$ cat src/rtl/rle_packer.sv
// rtl/rle_packer.sv - run-length packer: collapses equal consecutive samples into {count-1, value} words
// One registered output slot; pending-last and pending-flush flags drain through it when it frees.
module rle_packer #(
  parameter int dataw = 32,
  parameter int cntw  = 16
) (
  input  logic                   clk,
  input  logic                   reset,
  input  logic [dataw-1:0]       slave_tdata,
  input  logic                   slave_tvalid,
  input  logic                   slave_tlast,
  output logic                   slave_tready,
  output logic [cntw+dataw-1:0]  master_tdata,
  output logic                   master_tvalid,
  output logic                   master_tlast,
  input  logic                   master_tready,
  input  logic                   enable,
  input  logic                   flush,
  output logic [31:0]            word_count
);

  logic                  run_valid_q, run_valid_d;
  logic [dataw-1:0]      run_val_q, run_val_d;
  logic [cntw-1:0]       run_cnt_q, run_cnt_d;
  logic                  pend_last_q, pend_last_d;
  logic                  flush_pend_q, flush_pend_d;
  logic                  out_valid_q, out_valid_d;
  logic [cntw+dataw-1:0] out_data_q, out_data_d;
  logic                  out_last_q, out_last_d;
  logic [31:0]           word_count_q, word_count_d;

  logic slot_free;
  logic accept;
  logic run_sat;
  logic extend;

  assign slot_free    = !out_valid_q || master_tready;
  assign slave_tready = !reset && slot_free && !pend_last_q && !flush_pend_q && !flush;
  assign accept       = slave_tvalid && slave_tready;
  assign run_sat      = &run_cnt_q;
  assign extend       = run_valid_q && (slave_tdata == run_val_q) && !run_sat && enable;

  assign master_tvalid = out_valid_q;
  assign master_tdata  = out_data_q;
  assign master_tlast  = out_last_q;
  assign word_count    = word_count_q;

  always_comb begin
    run_valid_d  = run_valid_q;
    run_val_d    = run_val_q;
    run_cnt_d    = run_cnt_q;
    pend_last_d  = pend_last_q;
    flush_pend_d = flush_pend_q;
    out_valid_d  = out_valid_q;
    out_data_d   = out_data_q;
    out_last_d   = out_last_q;
    word_count_d = word_count_q;

    if (out_valid_q && master_tready) begin
      out_valid_d  = 1'b0;
      word_count_d = word_count_q + 32'd1;
    end

    if (accept) begin
      if (!run_valid_q) begin
        // Bypass samples and single-sample last beats never linger as an open run
        if (!enable || slave_tlast) begin
          out_valid_d = 1'b1;
          out_data_d  = {cntw'(0), slave_tdata};
          out_last_d  = slave_tlast;
        end else begin
          run_valid_d = 1'b1;
          run_val_d   = slave_tdata;
          run_cnt_d   = '0;
        end
      end else if (extend) begin
        if (slave_tlast) begin
          out_valid_d = 1'b1;
          out_data_d  = {run_cnt_q + cntw'(1), slave_tdata};
          out_last_d  = 1'b1;
          run_valid_d = 1'b0;
        end else begin
          run_cnt_d = run_cnt_q + cntw'(1);
        end
      end else begin
        out_valid_d = 1'b1;
        out_data_d  = {run_cnt_q, run_val_q};
        out_last_d  = 1'b0;
        run_val_d   = slave_tdata;
        run_cnt_d   = '0;
        // The one-sample run just opened is the final word; it leaves via the pending path
        if (slave_tlast) begin
          pend_last_d = 1'b1;
        end
      end
    end else if ((pend_last_q || flush_pend_q) && slot_free) begin
      out_valid_d  = 1'b1;
      out_data_d   = {run_cnt_q, run_val_q};
      out_last_d   = 1'b1;
      run_valid_d  = 1'b0;
      pend_last_d  = 1'b0;
      flush_pend_d = 1'b0;
    end else if (flush && run_valid_q && !pend_last_q) begin
      flush_pend_d = 1'b1;
    end
  end

  always_ff @(posedge clk or posedge reset) begin
    if (reset) begin
      run_valid_q  <= 1'b0;
      run_val_q    <= '0;
      run_cnt_q    <= '0;
      pend_last_q  <= 1'b0;
      flush_pend_q <= 1'b0;
      out_valid_q  <= 1'b0;
      out_data_q   <= '0;
      out_last_q   <= 1'b0;
      word_count_q <= '0;
    end else begin
      run_valid_q  <= run_valid_d;
      run_val_q    <= run_val_d;
      run_cnt_q    <= run_cnt_d;
      pend_last_q  <= pend_last_d;
      flush_pend_q <= flush_pend_d;
      out_valid_q  <= out_valid_d;
      out_data_q   <= out_data_d;
      out_last_q   <= out_last_d;
      word_count_q <= word_count_d;
    end
  end

endmodule

$ cat config.mk
export PLATFORM = sky130hd
export DESIGN_NAME = rle_packer
export DESIGN_NICKNAME = d
export VERILOG_FILES = /design/src/rtl/rle_packer.sv
export SDC_FILE = /design/constraint.sdc
export NUM_CORES = 1
export LEC_CHECK = 0
export ABC_AREA = 1
export BUFFER_PORTS_ARGS = -buffer_cell sky130_fd_sc_hd__buf_4
export CORE_MARGIN = 2
export CORE_UTILIZATION = 55
export DETAILED_ROUTE_END_ITERATION = 10
export GPL_TIMING_DRIVEN = 1
export PLACE_DENSITY = 0.78
export REMOVE_ABC_BUFFERS = 1
export SKIP_LAST_GASP = 1
export SLEW_MARGIN = 20
export SYNTH_ARGS = -nofsm -noshare
export SYNTH_HDL_FRONTEND = slang
export SYNTH_SLANG_ARGS = --single-unit
$ cat constraint.sdc
create_clock -name clk -period 5 [get_ports clk]
set_clock_uncertainty 0.05 [all_clocks]
set_input_delay 0.5 -clock clk [delete_from_list [all_inputs] [get_ports clk]]
set_output_delay 0.5 -clock clk [all_outputs]
set_load 0.01 [all_outputs]
==> results.cfg <==
[outcome]
status = finished clean

[global_routing]
grt_max_degree = 73
gr-total-overflow = 0
grtUsageTotal_pct = 25.5
grt_pass1_vias = 6408
grt_pass1_wl_um = 30500
antenna_found_initial = 0

[floorplan]
fp.dieW_um = 122
core_um2 = 13800
die_area_um2 = 15000
pin_count = 122
start_util_pct = 56.0
dieHeight_um = 122
num_rows = 43

[place]
numPortBuffers = 121
dp_cells = 1362
placed_area_um2 = 8620
finalWeightedCongestion = 0.894
hpwl_um = 12500

[timing]
tightest_slew_ps = 876
fin_crit_ps = 3390
finalCritPeriodShare_pct = 67.7
setup_violations = 0
drv_slew = 0
maxSlewHeadroom_pct = 41.6
hold_violations = 0
rsz0062_at_grt = false
fmax_mhz = 295
tns_ps = 0

[cts]
clock_sinks = 133
insertion_delay_ps = 430
cts_buffer_depth = 2
cts_hold_buf = 0
numCtsBuffers = 17
cts_tree = yes
cts_setup_buffers = 0
clk_pin_slew_ps = 60
htree_levels = 4
cts-root-buf = clkbuf_16
cts.repair.resized = 0

[yosys]
netlist_instances = 1103
netlist_top_cells_area = dfrtp_1 43%, nand2_1 25%, inv_1 5.3%, o21ai_0 4.0%, xor2_1 3.4%
synth-main-ff-cell = dfrtp_1
synth_edf_count = 0
synth.distinct_cells = 34
ys_seq_area_share_pct = 43.2
ys_top_cells_by_count = 504 x nand2_1, 133 x dfrtp_1, 108 x inv_1
syn_area_um2 = 7710
yosysWarnings = 0
ys_ff_latch = 133
syn_avg_cell_area_um2 = 6.99
synth_top_area_cell = dfrtp_1
synth.top_cell.area_share_pct = 43.2
yosysMostFrequentCell = nand2_1
synth-async-reset-ratio_pct = 100

[worst_setup_path]
crit_type = reg -> reg
start_kind = register
cp.arrival_ps = 3680
cp_max_fo = 64
worstSetupEndpointType = register
critical_path_required_ps = 5300

[layout]
multi_input_area_um2 = 3680
regArea_um2 = 3330
area_growth_syn_to_layout_pct = 19.5
drive_gt1_share_pct = 15.8
nets = 1243
fillCellCount = 1175
diodes = 0
fin_cells = 1394
design_area_um2 = 9220

[drt]
drc_errors = 0
drt_iter0_drc = 600
dr.pass1.iters = 5
dr_total_vias = 7104
wl_per_cell_um = 13.1
drtAntennaViolNets = 0
vias_per_cell = 5.10
routed_wl_um = 18200

[power]
power_density_nw_per_um2 = 465
ir_worst_vdd_v = 0.000272
cellLeakagePower_uw = 0.00497

[worst_hold_path]
hold_class = in -> async

[job]
drv_cap = 0
==> power breakdown <==
| group | switching [uW] | internal, uW | leakage (uW) | total (uW) |
|---|---|---|---|---|
| Clock | 501 | 754 | 0.000285 | 1250 |
| Combinational | 897 | 549 | 0.00296 | 1450 |
| Sequential | 235 | 1350 | 0.00172 | 1590 |
==> stage by stage <==
| stage | util, % | total power (uW) | setup WS [ps] | hold WS (ps) |
|---|---|---|---|---|
| 2_1_floorplan | - | 2510 | 896 | 392 |
| 3_3_place_gp | 62.6 | 3000 | 1660 | 410 |
| 3_5_place_dp | 62.6 | 3040 | 1660 | 410 |
| 4_1_cts | 66.9 | 4310 | 1680 | 263 |
| 5_1_grt | 66.9 | 4600 | 1380 | 296 |
| 6_report | 66.9 | 4290 | 1610 | 226 |
==> per-layer routing <==
layer	global-route usage, %	share of wire [%]	vias up	wire length (um)
met5	0	0	-	0
met4	9.48	1.7	0	314
met3	4.69	6.4	31	1160
met2	38.3	44	229	8110
met1	37.0	47	3237	8650
li1	-	-	3607	-
==> placed cells by master, fill, tap and decap left out, types with 2 or more instances in the layout <==
cell | netlist | layout
inv_2 | 7 | 7
clkinv_4 | 0 | 5
bufinv_16 | 0 | 2
nor2_1 | 54 | 54
buf_4 | 2 | 127
o21ai_0 | 61 | 61
clkinvlp_4 | 0 | 2
o21ai_2 | 10 | 10
nor2_2 | 3 | 3
nor2_4 | 2 | 2
nor3_2 | 2 | 2
o21ai_1 | 35 | 35
nand4_1 | 31 | 31
xnor2_1 | 17 | 17
o22ai_1 | 2 | 2
clkbuf_16 | 0 | 17
nor4_1 | 2 | 2
nand2_1 | 504 | 504
dfrtp_1 | 133 | 132
nor3_1 | 11 | 11
a21oi_1 | 2 | 2
ha_1 | 3 | 3
inv_6 | 0 | 3
xor2_1 | 30 | 30
inv_1 | 108 | 107
nand3_1 | 26 | 26
nand2_2 | 4 | 4
==> final timing paths <==
kind,end,cells after the start,slack [ps],startpoint
setup / recovery,run_val_q[20],15,1610,run_cnt_q[0]
hold / removal,word_count[13],2,230,reset
hold reg to reg,pend_last_q,2,420,pend_last_q
setup reg to reg,run_val_q[20],15,1610,run_cnt_q[0]
max in group asynchronous,run_val_q[2],3,3700,reset
min in group clk,run_val_q[28],3,300,slave_tdata[28]
==> flip-flops by register name, indices dropped and copies added (netlist names) <==
name and count:
run_valid_q 1, flush_pend_q 1, word_count 32, master_tvalid 1
pend_last_q 1, master_tlast 1, run_cnt_q 16, run_val_q 32
master_tdata 48
==> worst max-delay path, stage by stage, from the launching register on <==
cell and delay, ps:
dfrtp_1 410, ha_1 230, nand3_1 130, inv_1 100, nand2_2 90, nor2_2 60, inv_2 70, nor2_4 40
nor2_2 540, nand3_2 430, nand2_1 200, inv_2 60, o21ai_4 50, buf_4 560, nand2_1 150, o21ai_2 90
==> final cells by class <==
class	instances	area share (%)
clock buffer	19	4.81
clock inverter	13	1.63
inverter	116	4.75
multi-input combinational	806	39.9
sequential	133	36.1
tap	180	2.44
timing repair buffer	127	10.3
==> logic make-up (layout without fill, tap and decap cells) <==
family / count (synthesis) / in the layout / synth area share [%]
buf+inv: 164 / 275 / 9.15
xor+xnor: 47 / 47 / 5.34
flops: 133 / 133 / 43.2
fa+ha+maj: 3 / 3 / 0.487
compound gates: 111 / 111 / 7.87
simple gates: 645 / 645 / 34.0
No activity file was read; power rests on OpenSTA's default activity.
